$ cat src/rtl/input_debouncer_pkg.sv
// Shared defaults for the input debouncer: production parameter values
// and the short debounce length used in simulation.
package input_debouncer_pkg;

    localparam int DEFAULT_WIDTH           = 8;
    localparam int DEFAULT_SYNC_STAGES     = 2;
    localparam int DEFAULT_DEBOUNCE_CYCLES = 50000;
    localparam int DEFAULT_CNT_W           = 16;
    localparam int SIM_DEBOUNCE_CYCLES     = 4;

endpackage : input_debouncer_pkg

$ cat src/rtl/input_debouncer_if.sv
// Switch-conditioning bus: raw levels and hold in, debounced vector and change strobe out.
interface input_debouncer_if #(
    parameter int WIDTH = 8
);
    logic [WIDTH-1:0] raw_in;
    logic             hold;
    logic [WIDTH-1:0] data;
    logic             changed;

    modport master (
        output raw_in,
        output hold,
        input  data,
        input  changed
    );

    modport slave (
        input  raw_in,
        input  hold,
        output data,
        output changed
    );
endinterface : input_debouncer_if

$ cat src/rtl/input_debouncer_debounce_bit.sv
// One input bit: synchroniser chain followed by a stability counter.
// Exposes the stable level it will hold after the coming edge.
module debounce_bit
    import input_debouncer_pkg::*;
#(
    parameter int SYNC_STAGES     = DEFAULT_SYNC_STAGES,
    parameter int DEBOUNCE_CYCLES = DEFAULT_DEBOUNCE_CYCLES,
    parameter int CNT_W           = DEFAULT_CNT_W
) (
    input  logic clk,
    input  logic rst,
    input  logic i_raw,
    output logic o_stable_nxt
);

    localparam logic [CNT_W-1:0] LAST_CNT = CNT_W'(DEBOUNCE_CYCLES - 1);

    logic [SYNC_STAGES-1:0] r_sync;
    logic                   r_stable;
    logic [CNT_W-1:0]       r_cnt;
    logic                   w_sync_bit;
    logic                   w_stable_nxt;
    logic [CNT_W-1:0]       w_cnt_nxt;

    assign w_sync_bit   = r_sync[SYNC_STAGES-1];
    assign o_stable_nxt = w_stable_nxt;

    // Any return to the stable level clears the count, so glitches never accumulate.
    always_comb begin
        w_stable_nxt = r_stable;
        w_cnt_nxt    = r_cnt;
        if (w_sync_bit == r_stable) begin
            w_cnt_nxt = {CNT_W{1'b0}};
        end else if (r_cnt == LAST_CNT) begin
            w_stable_nxt = w_sync_bit;
            w_cnt_nxt    = {CNT_W{1'b0}};
        end else begin
            w_cnt_nxt = r_cnt + CNT_W'(1);
        end
    end

    // Synchroniser, counter and stable level registers.
    always_ff @(posedge clk) begin
        if (rst) begin
            r_sync   <= {SYNC_STAGES{1'b0}};
            r_stable <= 1'b0;
            r_cnt    <= {CNT_W{1'b0}};
        end else begin
            r_sync   <= {r_sync[SYNC_STAGES-2:0], i_raw};
            r_stable <= w_stable_nxt;
            r_cnt    <= w_cnt_nxt;
        end
    end

endmodule : debounce_bit

$ cat src/rtl/input_debouncer.sv
// Debounces WIDTH raw switch inputs and presents them through a holdable
// output register with a one-cycle change strobe.
module input_debouncer
    import input_debouncer_pkg::*;
#(
    parameter int WIDTH           = DEFAULT_WIDTH,
    parameter int SYNC_STAGES     = DEFAULT_SYNC_STAGES,
    parameter int DEBOUNCE_CYCLES = DEFAULT_DEBOUNCE_CYCLES,
    parameter int CNT_W           = DEFAULT_CNT_W
) (
    input logic               clk,
    input logic               rst,
    input_debouncer_if.slave  bus
);

    logic [WIDTH-1:0] w_stable_nxt;
    logic [WIDTH-1:0] r_data;
    logic             r_changed;

    for (genvar g = 0; g < WIDTH; g++) begin : g_bit
        debounce_bit #(
            .SYNC_STAGES     (SYNC_STAGES),
            .DEBOUNCE_CYCLES (DEBOUNCE_CYCLES),
            .CNT_W           (CNT_W)
        ) u_bit (
            .clk          (clk),
            .rst          (rst),
            .i_raw        (bus.raw_in[g]),
            .o_stable_nxt (w_stable_nxt[g])
        );
    end

    // Output register loads the freshly settled vector so data moves on the same edge as the stable flops.
    always_ff @(posedge clk) begin
        if (rst) begin
            r_data    <= {WIDTH{1'b0}};
            r_changed <= 1'b0;
        end else if (bus.hold) begin
            r_data    <= r_data;
            r_changed <= 1'b0;
        end else begin
            r_data    <= w_stable_nxt;
            r_changed <= (w_stable_nxt != r_data);
        end
    end

    assign bus.data    = r_data;
    assign bus.changed = r_changed;

endmodule : input_debouncer

$ cat src/flat_wrapper.sv
// flat-port wrapper written by rule: the top's interface ports become plain ports
module input_debouncer_flat import input_debouncer_pkg::*;
#(
    parameter int WIDTH           = DEFAULT_WIDTH,
    parameter int SYNC_STAGES     = DEFAULT_SYNC_STAGES,
    parameter int DEBOUNCE_CYCLES = DEFAULT_DEBOUNCE_CYCLES,
    parameter int CNT_W           = DEFAULT_CNT_W
)
  (clk, rst, bus_raw_in, bus_hold, bus_data, bus_changed);
  input_debouncer_if #(.WIDTH(WIDTH)) bus_i ();
  input logic clk;
  input logic rst;
  input wire logic [$bits(bus_i.raw_in)-1:0] bus_raw_in;
  input wire logic [$bits(bus_i.hold)-1:0] bus_hold;
  output wire logic [$bits(bus_i.data)-1:0] bus_data;
  output wire logic [$bits(bus_i.changed)-1:0] bus_changed;
  assign bus_i.raw_in = bus_raw_in;
  assign bus_i.hold = bus_hold;
  assign bus_data = bus_i.data;
  assign bus_changed = bus_i.changed;
  input_debouncer #(.WIDTH(WIDTH), .SYNC_STAGES(SYNC_STAGES), .DEBOUNCE_CYCLES(DEBOUNCE_CYCLES), .CNT_W(CNT_W)) u_core (.clk(clk), .rst(rst), .bus(bus_i));
endmodule
$ cat config.mk
export PLATFORM = sky130hd
export DESIGN_NAME = input_debouncer_flat
export DESIGN_NICKNAME = d
export VERILOG_FILES = /design/src/rtl/input_debouncer_pkg.sv /design/src/rtl/input_debouncer_if.sv /design/src/rtl/input_debouncer_debounce_bit.sv /design/src/rtl/input_debouncer.sv /design/src/flat_wrapper.sv
export SDC_FILE = /design/constraint.sdc
export NUM_CORES = 1
export LEC_CHECK = 0
export CAP_MARGIN = 20
export CORE_ASPECT_RATIO = 1.4
export CORE_MARGIN = 3
export CORE_UTILIZATION = 60
export CTS_CLUSTER_DIAMETER = 120
export DETAILED_ROUTE_END_ITERATION = 10
export DONT_BUFFER_PORTS = 1
export PLACE_DENSITY = 0.74
export SETUP_SLACK_MARGIN = 0.5
export SLEW_MARGIN = 20
export SYNTH_ARGS = -nofsm -noshare
export SYNTH_HDL_FRONTEND = slang
export SYNTH_SLANG_ARGS = --single-unit
$ cat constraint.sdc
create_clock -name clk -period 5.15 [get_ports clk]
set_clock_uncertainty 0.2 [all_clocks]
set_input_delay 1.03 -clock clk [delete_from_list [all_inputs] [get_ports clk]]
set_output_delay 1.03 -clock clk [all_outputs]
set_load 0.005 [all_outputs]
**Yosys cells after proc, flatten, opt, wreduce, memory -nomap -nowiden**

Index checks and enable logic that the tools add are counted.

- Bits in registers: 161
- Input bits: 11
- Output and inout port bits: 9
- Logic and storage cells: 76

- Add/subtract/negate cells: 8
- Eq/ne operators: 17
- Muxes and demuxes: 16
- Reductions and logical operators: 9

Operators by type and width:

| cell | count |
|---|---|
| 16-bit by 1-bit adder with 16-bit output, second input constant | 8 |
| 16-bit equality test, second input constant | 8 |
| 3-bit OR reduction | 8 |
| 1-bit two-way mux | 16 |
| 1-bit equality test | 8 |
| 8-bit != test | 1 |
| 2-bit OR reduction | 1 |

**Depth between registers and ports, before layout**

Gate-level depths: netlist of run 1.

- Depth after elaboration: 4
- Gate-level depth with buffers: 8
- Depth with buffers taken out: 7

**By module**

From an unflattened synthesis of run 1, not the netlist that was laid out.

- Cell total of the unflattened synthesis: 750
- Area total of the unflattened synthesis: 7,248.2 µm²

Modules (own cells, without submodules):

| module | times used | cells each | area an instance (µm²) | seq. area each (µm²) |
|---|---|---|---|---|
| debounce_bit | 8 | 89 | 857.1 | 380.4 |
| input_debouncer | 1 | 38 | 391.6 | 180.2 |

**Worst setup path after synthesis of run 1**

No wires, ideal clock.

- Path kind: register to register
- Start point: reg u_core.g_bit[2].u_bit.r_cnt[11]
- End point: reg u_core.r_changed, in the netlist u_core.bus.changed
- Library setup time: 0.134 ns
- Arrival time: 1.958 ns
- Data required time: 4.816 ns
- Setup slack: 2.858 ns
- Stages on the path, launching flop included: 7
- Buffers on the path: 0
- Period minus slack after synthesis: 2.292 ns
- Path through: dfxtp_1 > or4_4 > nor4_2 > mux2i_1 > xnor2_1 > nor4_1 > a211oi_2

- Cells in the longest elaborated chain, start to end: 4

RTL lines:

| item | line | source |
|---|---|---|
| from (decl) | input_debouncer_debounce_bit.sv:20 | `logic [CNT_W-1:0] r_cnt;` |
| from (signal assigned) | input_debouncer_debounce_bit.sv:47 | `r_cnt <= {CNT_W{1'b0}};` |
| from (signal assigned) | input_debouncer_debounce_bit.sv:51 | `r_cnt <= w_cnt_nxt;` |
| 16-bit equality test | input_debouncer_debounce_bit.sv:34 | `end else if (r_cnt == LAST_CNT) begin` |
| 1-bit two-way mux | input_debouncer_debounce_bit.sv:34 |  |
| 1-bit two-way mux | input_debouncer_debounce_bit.sv:32 | `if (w_sync_bit == r_stable) begin` |
| 8-bit != test | input_debouncer.sv:43 | `r_changed <= (w_stable_nxt != r_data);` |
| to (signal assigned) | input_debouncer.sv:43 |  |
| to (decl) | input_debouncer.sv:18 | `logic r_changed;` |

Every way passes these cells.
A chain may end at the register's enable or synchronous reset.

**Worst setup path in the final report of run 1**

Same ends and word-level chain as after synthesis.

==> flow_metrics.py, run 1 <==
metrics = {
    "floorplan": {
        "start_util_pct": 62.8,
        "die_h_um": 130,
        "dieWidth_um": 94.9,
        "rows": 44,
        "ios": 20,
        "die_area_um2": 12400,
        "core_area_um2": 10600,
    },
    "routing": {
        "num_vias": 4722,
        "firstDrtPassIters": 4,
        "wl_per_cell_um": 12.8,
        "routed_wirelength_um": 11300,
        "vias_per_cell": 5.35,
        "drt_iter0_drc": 218,
        "route.top_layer_used": "met4",
        "drc": 0,
        "dr_wl_met2_um": 5770,
        "wl_met1_um": 4910,
        "wl_met3_um": 441,
        "antenna_left": 0,
    },
    "sta": {
        "final_hold_viol_count": 0,
        "worst-slew-pin-transition_ns": 0.547,
        "fin_crit_sh_pct": 46.8,
        "relSlewSlack_pct": 63.5,
        "rsz0062_at_grt": "no",
        "tns_ns": 0,
        "finalCriticalPeriod_ns": 2.41,
        "fin_hold_ws_ns": 0.235,
        "setup_violations": 0,
        "slew_viol_final": 0,
        "fmax_mhz": 415,
    },
    "power": {
        "irDropWorstVdd_v": 0.000252,
        "power.leakage_nw": 2.51,
        "power_mw": 2.56,
        "p_per_area_nw_per_um2": 349,
    },
    "global_routing": {
        "grt_pass1_wl_um": 19700,
        "overflow": 0,
        "antenna_found_initial": 1,
        "grt_max_degree": 42,
        "track_usage_pct": 19.8,
        "grt_pass1_vias": 4659,
    },
    "synthesis": {
        "synthFlopType": "dfxtp_1",
        "synthCells": 733,
        "avgSynthCellArea_um2": 9.06,
        "async_flop_share_pct": 0,
        "seq_area_frac_synth_pct": 48.5,
        "syn_area_um2": 6640,
        "synthDistinctLibCells": 36,
        "synth-seq-cells": 161,
        "synth.net_count": 752,
        "synth_edf_count": 0,
        "yosysWarnings": 0,
    },
    "clocking": {
        "cts_buffers": 17,
        "htree_levels": 4,
        "cts_tree": "done",
        "clk_path_buf_depth": 2,
        "cts_resized": 0,
        "cts.sink_count": 161,
        "clock_latency_ns": 0.41,
        "post_cts_buffers": 0,
        "hold_buffers": 0,
        "clk_pin_slew_ns": 0.06,
        "cts-root-buf": "clkbuf_16",
    },
    "placed_design": {
        "dp.cells": 850,
        "port_buffers": 0,
        "gp_congestion": 0.813,
        "hpwl_um": 7700,
    },
    "layout": {
        "final_cells": 883,
        "areaGrowthSynthToFinish_pct": 10.6,
        "final_util_pct": 69.5,
        "drive_gt1_share_pct": 4.31,
        "nets": 750,
        "layout_common_cells": "nor2_1, dfxtp_1, xnor2_1, xor2_1, nand3_1",
        "seqCellArea_um2": 3220,
        "multiInputGateArea_um2": 3300,
        "fill_cells": 849,
        "layout_commonest_cell": "nor2_1",
    },
    "worst_setup_path": {
        "critPathLaunchType": "flop",
        "crit_type": "reg -> reg",
        "crit_fanout": 4,
        "critPathRequiredTime_ns": 5.23,
        "critPathCaptureType": "flop",
        "worstPathArrival_ns": 2.49,
    },
    "status": {
        "status": "completed",
    },
    "worst_hold_path": {
        "hp-class": "reg -> reg",
    },
    "run": {
        "max_cap_viol_count": 0,
    },
}
worst max-delay path, stage by stage, from the launching register on:
cell and delay (ns):
dfxtp_1 0.33, or4_4 0.54, nor4_2 0.32, mux2i_1 0.35, xnor2_1 0.10, nor4_1 0.33, a211oi_2 0.11
cell usage after synthesis, types with 2 or more instances:
master | number | area share, %
nand3b_1 | 2 | 0.23
nand3_1 | 43 | 3.2
clkbuf_1 | 15 | 0.85
nand4_1 | 21 | 2.0
and4_1 | 6 | 0.79
a21oi_1 | 14 | 1.1
inv_1 | 10 | 0.57
nor3_1 | 5 | 0.38
mux2i_1 | 9 | 1.4
nand2_1 | 35 | 2.0
nor2_1 | 169 | 9.5
ha_1 | 8 | 1.5
nor4bb_1 | 9 | 1.4
o21ai_0 | 7 | 0.53
xor2_1 | 61 | 8.0
nand4b_1 | 2 | 0.26
nor4_2 | 2 | 0.38
nor4_1 | 4 | 0.38
xnor2_1 | 61 | 8.0
dfxtp_1 | 161 | 49
nand2b_1 | 3 | 0.28
or4bb_1 | 2 | 0.34
or2_1 | 3 | 0.28
or3_1 | 11 | 1.0
nor2b_1 | 17 | 1.6
nor4b_1 | 6 | 0.79
buf_2 | 5 | 0.38
and4b_1 | 2 | 0.30
and3_1 | 33 | 3.1
metal layers:
layer / vias up / global-route usage (%)
met5: - / 0
met3: 12 / 6.13
met4: 0 / 7.73
li1: 2451 / -
met2: 48 / 35.0
met1: 2211 / 22.0
where the power goes:
group,switching (mW),internal (mW),total [mW]
Clock,0.470,0.819,1.29
Sequential,0.00424,1.25,1.26
Combinational,0.0101,0.00692,0.0170
state kept, by name, indices dropped and copies added (netlist names):
signal	cells
u_core.bus.data	8
u_core.g_bit.u_bit.r_stable	8
u_core.g_bit.u_bit.r_sync	16
u_core.g_bit.u_bit.r_cnt	128
u_core.bus.changed	1
logic make-up after synthesis:
logic type	synth area share (%)
AO/OA/AOI/OAI	1.77
XOR/XNOR	16.1
adder cells (fa/ha/maj)	1.51
buffers and inverters	1.85
flip-flops	48.5
multiplexers	1.36
AND/OR/NAND/NOR	28.9
path summary, 6_finish.rpt:
path | start | end | slack [ns] | cells after the start
hold reg to reg | u_core.g_bit[3].u_bit.r_sync[0] | u_core.g_bit[3].u_bit.r_sync[1] | 0.23 | 1
setup reg to reg | u_core.g_bit[2].u_bit.r_cnt[11] | u_core.bus.changed | 2.74 | 6
setup / recovery | u_core.g_bit[2].u_bit.r_cnt[11] | u_core.bus.changed | 2.74 | 6
hold / removal | u_core.g_bit[3].u_bit.r_sync[0] | u_core.g_bit[3].u_bit.r_sync[1] | 0.23 | 1
stage by stage:
stage                     area, µm²  worst slack (ns)
after floorplan                6640              2.86
after global placement         6730              2.73
after detailed placement       6730              2.74
after CTS                      7340              2.73
after global routing           7340              2.55
final                          7350              2.74
layout make-up:
type / instances / share of cell area [%]
Clock inverter: 10 / 2.18
Multi-Input combinational cell: 541 / 44.9
Tap cell: 138 / 2.35
Clock buffer: 21 / 6.13
Sequential cell: 161 / 43.9
Antenna cell: 2 / 0.0681
Inverter: 10 / 0.511
Power figures use the tool's default switching activity.
==> run 2: changes to the inputs <==
- ABC_AREA: not set -> 1
- CORE_UTILIZATION: 60 -> 57
- PLACE_DENSITY: 0.74 -> 0.73
- clock period: 5.15 -> 2.2 ns (I/O delays scaled with it)
==> run 2 against run 1 <==
Net effect: final cell count rose by 50%; non-clock buffer count rose by 78; cell area grew 32%; register-to-register slack got worse by 2.3 ns; worst hold slack worse by 0.19 ns; via count grew 44%; clock power increased by 130%; flip-flop and latch count unchanged; setup slack got worse by 2.3 ns; die area grew 18%; highest routed layer unchanged.
==> flow_metrics.py, run 2 <==
metrics = {
    "floorplan": {
        "die_h_um": 142,
        "core_area_um2": 12600,
        "die_area_um2": 14600,
        "ios": 20,
        "rows": 48,
        "start_util_pct": 59.3,
        "dieWidth_um": 103,
    },
    "synthesis": {
        "avgSynthCellArea_um2": 7.00,
        "synthTopCellsByArea": "dfxtp_1, nor2_1, nand2_1, inv_1, nand3_1",
        "synth_common_cells": "nor2_1, nand2_1, dfxtp_1, inv_1, nand3_1",
        "synth_edf_count": 0,
        "synthFlopType": "dfxtp_1",
        "synthCells": 1069,
        "async_flop_share_pct": 0,
        "seq_area_frac_synth_pct": 43.1,
        "synth_largest_area_cell": "dfxtp_1",
        "yosysWarnings": 0,
        "synth-seq-cells": 161,
        "synth.top_cell.area_share_pct": 43.1,
        "synth.net_count": 1088,
        "synth.most_common_cell": "nor2_1",
        "syn_area_um2": 7480,
        "synthDistinctLibCells": 39,
    },
    "worst_setup_path": {
        "critPathMaxStageDelay_ns": 0.36,
        "cp_slowest_cell": "dfxtp_4",
        "critPathLaunchType": "flop",
        "critPathMostFrequentCell": "nor2_4",
        "cp_cell_sequence": "buf_6 > nand3_4 > nor2_4 > nand2_2 > nor2_4 > nand2_2 > nor2_4 > buf_4 > nand3_1 > xor2_1 > nor2_1",
        "crit_type": "reg -> reg",
        "worstPathArrival_ns": 1.91,
        "critPathCaptureType": "flop",
        "critPathRequiredTime_ns": 2.32,
        "crit_fanout": 3,
    },
    "layout": {
        "n_antenna_cell": 0,
        "reg_top3": "u_core.g_bit.u_bit.r_cnt x128, u_core.g_bit.u_bit.r_sync x16",
        "regMostFlops": "u_core.g_bit.u_bit.r_cnt",
        "layout_commonest_cell": "nor2_1",
        "largest_register_ffs": 128,
        "nets": 1178,
        "final_util_pct": 77.1,
        "drive_gt1_share_pct": 27.7,
        "layout_common_cells": "nor2_1, nand2_1, inv_1",
        "areaGrowthSynthToFinish_pct": 29.9,
    },
    "power": {
        "p_int_mw": 4.82,
        "p_per_area_nw_per_um2": 623,
        "power_frac_clock_pct": 48.9,
        "power_mw": 6.06,
        "irDropWorstVdd_v": 0.000654,
        "power.switching_mw": 1.24,
        "switching_share_pct": 20.5,
        "power.leakage_nw": 3.87,
        "p_seq_share_pct": 48.8,
        "comb_power_share_pct": 2.3,
    },
    "placed_design": {
        "dp_slack_ns": 0.255,
        "port_buffers": 0,
        "gp_congestion": 0.853,
        "hpwl_um": 10100,
    },
    "routing": {
        "vias_per_cell": 5.15,
        "routed_wirelength_um": 16200,
        "drc": 0,
        "num_vias": 6799,
        "firstDrtPassIters": 7,
        "drt_iter0_drc": 269,
        "wl_per_cell_um": 12.3,
        "antenna_left": 0,
    },
    "sta": {
        "worst-slew-pin-transition_ns": 0.865,
        "relSlewSlack_pct": 42.3,
        "setup_violations": 0,
        "fmax_mhz": 559,
        "setup_ws_ns": 0.411,
        "slew_viol_final": 0,
        "final_hold_viol_count": 0,
        "rsz0062_at_grt": "yes",
        "fin_crit_sh_pct": 81.3,
        "tns_ns": 0,
        "finalCriticalPeriod_ns": 1.79,
    },
    "clocking": {
        "cts-root-buf": "clkbuf_16",
        "htree_levels": 4,
        "clk_path_buf_depth": 2,
        "clock_latency_ns": 0.43,
        "cts_tree": "done",
        "cts.sink_count": 161,
        "clk_pin_slew_ns": 0.06,
        "cts_buffers": 17,
    },
    "global_routing": {
        "grt_pass1_vias": 6397,
        "track_usage_pct": 21.8,
        "grt_max_degree": 25,
        "overflow": 0,
        "grt_pass1_wl_um": 25900,
        "antenna_found_initial": 0,
    },
    "worst_hold_path": {
        "hp-class": "in -> reg",
    },
    "run": {
        "max_cap_viol_count": 0,
    },
    "status": {
        "status": "completed",
    },
}
## run 2: cell types whose count changed after synthesis, moves of 17 or more
| cell | delta |
|---|---|
| nor2b_1 | -17 |
| nor2_1 | +41 |
| a21oi_1 | +49 |
| inv_1 | +151 |
| xor2_1 | -47 |
| nand3_1 | +30 |
| xnor2_1 | -54 |
| nor3_1 | +23 |
| and3_1 | -31 |
| o21ai_0 | +20 |
| nand2_1 | +162 |
## run 2: metal layers
layer,GRT usage [%],share of wire (%),vias to the layer above
met5,0,0,-
met4,8.46,1.8,0
met3,5.16,3.3,29
met2,40.4,54,97
met1,23.2,41,3094
li1,-,-,3579
## run 2: worst paths after layout
| path | start | to | slack, ns | depth (start not counted) |
|---|---|---|---|---|
| max | u_core.g_bit[6].u_bit.r_cnt[0] | u_core.g_bit[6].u_bit.r_cnt[13] | 0.41 | 11 |
| min | rst | u_core.g_bit[4].u_bit.r_cnt[11] | 0.04 | 3 |
| max reg2reg | u_core.g_bit[6].u_bit.r_cnt[0] | u_core.g_bit[6].u_bit.r_cnt[13] | 0.41 | 11 |
| min reg2reg | u_core.g_bit[7].u_bit.r_sync[0] | u_core.g_bit[7].u_bit.r_sync[1] | 0.20 | 2 |
## run 2: power groups by stage
stage,Clock (mW),Sequential [mW],Combinational [mW]
6_report,2.96,2.96,0.142
5_1_grt,3.12,2.96,0.162
4_1_cts,3.01,2.96,0.131
3_5_place_dp,0,3.03,0.0988
3_3_place_gp,0,3.03,0.0966
2_1_floorplan,0,3.02,0.0813
## run 2: area by class of cell
type | instances | area (µm²)
Clock inverter | 11 | 138
Sequential cell | 161 | 3310
Inverter | 165 | 636
Clock buffer | 20 | 457
Timing Repair inverter | 1 | 7.51
Timing Repair Buffer | 78 | 644
Multi-Input combinational cell | 735 | 4340
Fill cell | 907 | 2890
Tap cell | 150 | 188
## run 2: cell families (layout without fill, tap and decap cells)
logic type / Yosys count / count (layout) / share of synthesized area (%)
AOI/OAI and AO/OA: 123 / 123 / 9.08
and+or+nand+nor: 582 / 583 / 35.2
xor gates and xnor gates: 21 / 21 / 2.46
adders and majority gates: 8 / 8 / 1.34
DFF: 161 / 161 / 43.1
buffers and inverters: 174 / 275 / 8.81
## run 2: worst max-delay path, delay by kind of cell, from the launching register on
kind	cells	cell delay, ns
buffers and inverters	2	0.23
XOR/XNOR	1	0.18
AND/OR/NAND/NOR	8	0.72
flip-flops	1	0.36
## run 2: what timing repair did
action	4_1_cts	5_1_grt
pin swaps	40	68
endpoints found under the hold margin	24	0
hold buffers	9	0
buffers inserted	35	27
setup endpoints to repair	80	125
gates resized for setup	77	184
gates cloned	0	2
## run 2: stage by stage
| stage | area [µm²] | hold WS, ns | instances |
|---|---|---|---|
| detailed placement | 7690 | 0.195 | 1217 |
| floorplan | 7490 | 0.188 | 1069 |
| global placement | 7690 | 0.191 | 1217 |
| global route | 9720 | 0.0712 | 1321 |
| finish | 9720 | 0.0431 | 1321 |
| CTS | 8910 | 0.0316 | 1292 |
==> run 3: changes to the inputs <==
- clock period: 2.2 -> 1.6 ns (I/O delays scaled with it)
==> run 3 against run 2 <==
Net effect: the run now fails in 5_1_grt; synthesized cell count is the same; synthesized area is the same.
==> flow_metrics.py, run 3 <==
metrics = {
    "status": {
        "status": "did not finish",
        "failing_step": "5_1_grt",
        "error_line": "[ERROR GRT-0232] Routing congestion too high. Check the congestion heatmap in the GUI.",
    },
    "synthesis": {
        "synth_common_cells": "nor2_1, nand2_1, dfxtp_1, inv_1, nand3_1",
        "synthFlopType": "dfxtp_1",
        "async_flop_share_pct": 0,
        "synthCells": 1069,
        "synthTopCellsByArea": "dfxtp_1, nor2_1, nand2_1, inv_1, nand3_1",
        "synth.net_count": 1088,
        "synthDistinctLibCells": 39,
        "synth.most_common_cell": "nor2_1",
        "yosysWarnings": 0,
        "synth_largest_area_cell": "dfxtp_1",
        "synth-seq-cells": 161,
        "synth_edf_count": 0,
        "synth.top_cell.area_share_pct": 43.1,
        "syn_area_um2": 7480,
        "seq_area_frac_synth_pct": 43.1,
        "avgSynthCellArea_um2": 7.00,
    },
    "floorplan": {
        "start_util_pct": 59.3,
        "rows": 48,
        "ios": 20,
        "die_h_um": 142,
        "dieWidth_um": 103,
    },
    "placed_design": {
        "gp_congestion": 0.846,
        "dp.cells": 1335,
        "port_buffers": 0,
        "hpwl_um": 11900,
    },
    "clocking": {
        "cts_buffers": 17,
        "htree_levels": 4,
        "cts-root-buf": "clkbuf_16",
        "cts.sink_count": 161,
        "clk_path_buf_depth": 2,
    },
    "global_routing": {
        "overflow": 2,
        "track_usage_pct": 55.1,
        "grt_max_degree": 33,
    },
    "sta": {
        "worst_endpoint": "u_core.g_bit[6].u_bit.r_cnt[12]$_SDFF_PP0_/D",
        "worst_endpoint_kind": "register input",
    },
}
[run 3: kinds of logic after synthesis]
| family | after synthesis | synth area share [%] |
|---|---|---|
| AOI/OAI and AO/OA | 123 | 9.08 |
| xor gates and xnor gates | 21 | 2.46 |
| and+or+nand+nor | 582 | 35.2 |
| buffers and inverters | 174 | 8.81 |
| adders and majority gates | 8 | 1.34 |
| DFF | 161 | 43.1 |
[run 3: routing by layer]
metal  overflow  track usage (%)
met1          0             51.0
met2          2             83.6
met3          0             30.0
met4          0             51.9
met5          0                0
[run 3: what timing repair did]
| item | in CTS |
|---|---|
| buffers inserted | 53 |
| hold endpoints to repair | 28 |
| setup endpoints to repair | 154 |
| pin swaps | 86 |
| gates resized for setup | 259 |
| hold buffers | 8 |
[run 3: stage by stage]
stage | hold slack (ns) | area, µm² | setup slack, ns | utilization, %
CTS | -0.251 | 11200 | -0.133 | 88.4
detailed placement | 0.193 | 9150 | -0.194 | 72.5
global placement | 0.189 | 9150 | -0.140 | 72.5
floorplan | 0.188 | 8070 | -0.0846 | -
==> run 4: changes to the inputs <==
- CORE_ASPECT_RATIO: 1.4 -> not set
- CORE_UTILIZATION: 57 -> 40
- CTS_CLUSTER_DIAMETER: 120 -> not set
- PLACE_DENSITY: 0.73 -> not set
- PLACE_DENSITY_LB_ADDON: not set -> 0.15
- SETUP_SLACK_MARGIN: 0.5 -> not set
- clock period: 1.6 -> 2.1 ns (I/O delays scaled with it)
==> run 4 against run 3 <==
Net effect: the run now ends clean.
==> flow_metrics.py, run 4 (synthesis gave the netlist of run 2 again) <==
metrics = {
    "worst_setup_path": {
        "critPathLaunchType": "flop",
        "crit_end": "u_core.g_bit[5].u_bit.r_cnt[9]",
        "crit_type": "reg -> reg",
        "reg2reg_slack_ns": 0.24,
        "rr_worst_depth": 10,
        "startpoint": "u_core.g_bit[5].u_bit.r_cnt[0]",
        "critPathCaptureType": "flop",
        "crit_fanout": 6,
        "reg2reg_from": "u_core.g_bit[5].u_bit.r_cnt[0]",
        "worstPathArrival_ns": 1.97,
        "worstReg2RegEnd": "u_core.g_bit[5].u_bit.r_cnt[9]",
        "critPathRequiredTime_ns": 2.21,
    },
    "routing": {
        "drt_iter0_drc": 241,
        "routed_wirelength_um": 14500,
        "vias_per_cell": 4.64,
        "wl_per_cell_um": 10.8,
        "firstDrtPassIters": 4,
        "drc": 0,
        "antenna_left": 0,
        "num_vias": 6218,
    },
    "global_routing": {
        "antenna_found_initial": 0,
        "overflow": 0,
        "grt_max_degree": 25,
        "grt_pass1_vias": 5789,
        "track_usage_pct": 15.3,
        "grt_pass1_wl_um": 25700,
    },
    "layout": {
        "postLayoutCellArea_um2": 8480,
        "largest_register_ffs": 128,
        "n_antenna_cell": 0,
        "multiInputGateArea_um2": 3610,
        "seqCellArea_um2": 3220,
        "layout_common_cells": "nor2_1, nand2_1, inv_1, dfxtp_1, nand3_1",
        "drive_gt1_share_pct": 8.82,
        "final_cells": 1340,
        "nets": 1117,
        "reg_top3": "u_core.g_bit.u_bit.r_cnt x128, u_core.g_bit.u_bit.r_sync x16",
        "layout_commonest_cell": "nor2_1",
        "regMostFlops": "u_core.g_bit.u_bit.r_cnt",
        "fill_cells": 1877,
        "areaGrowthSynthToFinish_pct": 13.4,
    },
    "sta": {
        "rsz0062_at_grt": "no",
        "setup_ws_ns": 0.236,
        "final_hold_viol_count": 0,
        "fmax_mhz": 536,
        "finalCriticalPeriod_ns": 1.86,
        "worst-slew-pin-transition_ns": 0.518,
        "fin_crit_sh_pct": 88.8,
        "fin_hold_ws_ns": 0.0510,
        "setup_violations": 0,
        "tns_ns": 0,
        "slew_viol_final": 0,
        "relSlewSlack_pct": 65.2,
    },
    "placed_design": {
        "gp_congestion": 0.814,
        "dp.cells": 1299,
        "dp_slack_ns": 0.224,
        "port_buffers": 0,
        "hpwl_um": 10300,
        "placed_area_um2": 7800,
    },
    "clocking": {
        "htree_levels": 4,
        "cts_buffers": 17,
        "cts.sink_count": 161,
        "clk_path_buf_depth": 2,
        "cts-root-buf": "clkbuf_16",
        "clock_latency_ns": 0.43,
        "clk_pin_slew_ns": 0.06,
        "cts_tree": "done",
    },
    "floorplan": {
        "rows": 49,
        "ios": 20,
        "die_area_um2": 20400,
        "core_area_um2": 18100,
        "die_h_um": 143,
        "start_util_pct": 41.2,
        "dieWidth_um": 143,
    },
    "power": {
        "irDropWorstVdd_v": 0.000617,
        "power.leakage_nw": 3.20,
        "p_per_area_nw_per_um2": 745,
    },
    "status": {
        "status": "completed",
    },
    "run": {
        "max_cap_viol_count": 0,
    },
    "worst_hold_path": {
        "hp-class": "in -> reg",
    },
}
[run 4: power breakdown]
part | switching, mW | internal, mW
Sequential | 0.0239 | 3.08
Clock | 1.27 | 1.82
Combinational | 0.0771 | 0.0502
[run 4: worst min path at each step]
stage / slack [ns] / from / cells after the start / end
6_report: 0.05 / rst / 3 / u_core.g_bit[1].u_bit.r_cnt[1]
5_1_grt: 0.05 / rst / 3 / u_core.g_bit[1].u_bit.r_cnt[1]
4_1_cts: 0.02 / rst / 3 / u_core.g_bit[1].u_bit.r_cnt[1]
3_5_place_dp: 0.19 / u_core.g_bit[3].u_bit.r_sync[0] / 2 / u_core.g_bit[3].u_bit.r_sync[1]
3_3_place_gp: 0.19 / u_core.g_bit[3].u_bit.r_sync[0] / 2 / u_core.g_bit[3].u_bit.r_sync[1]
2_1_floorplan: 0.19 / u_core.g_bit[0].u_bit.r_sync[0] / 2 / u_core.g_bit[0].u_bit.r_sync[1]
[run 4: layout make-up]
class / instances / area share, %
Clock buffer: 20 / 5.38
Sequential cell: 161 / 38.0
Inverter: 165 / 7.30
Clock inverter: 12 / 1.56
Tap cell: 229 / 3.38
Timing Repair Buffer: 19 / 1.89
Multi-Input combinational cell: 734 / 42.5
[run 4: timing repair]
action,in CTS,in global routing
hold buffers,9,0
setup buffers,0,0
setup endpoints to repair,0,3
endpoints found under the hold margin,24,0
gates resized for setup,0,3
[run 4: metrics by stage]
step,power [mW],util (%)
2_1_floorplan,3.25,-
3_3_place_gp,3.28,43.0
3_5_place_dp,3.28,43.0
4_1_cts,6.42,46.8
5_1_grt,6.55,46.8
6_report,6.32,46.8
[run 4: metal layers]
metal | share of wire [%] | vias to the layer above | track usage [%] | wire length, µm
met3 | 3.5 | 15 | 4.96 | 506
li1 | - | 3444 | - | -
met4 | 1.2 | 0 | 4.85 | 180
met5 | 0 | - | 0 | 0
met2 | 43 | 47 | 23.5 | 6250
met1 | 52 | 2712 | 20.6 | 7570
[run 4: worst max-delay path, stage by stage (launching register included)]
cell and delay (ns):
dfxtp_1 0.38, ha_1 0.19, nand2_1 0.08, inv_1 0.08
nand2_1 0.08, nor2_1 0.15, nand2_1 0.08, nand3_1 0.19
inv_1 0.16, o21ai_0 0.10, a21oi_1 0.06
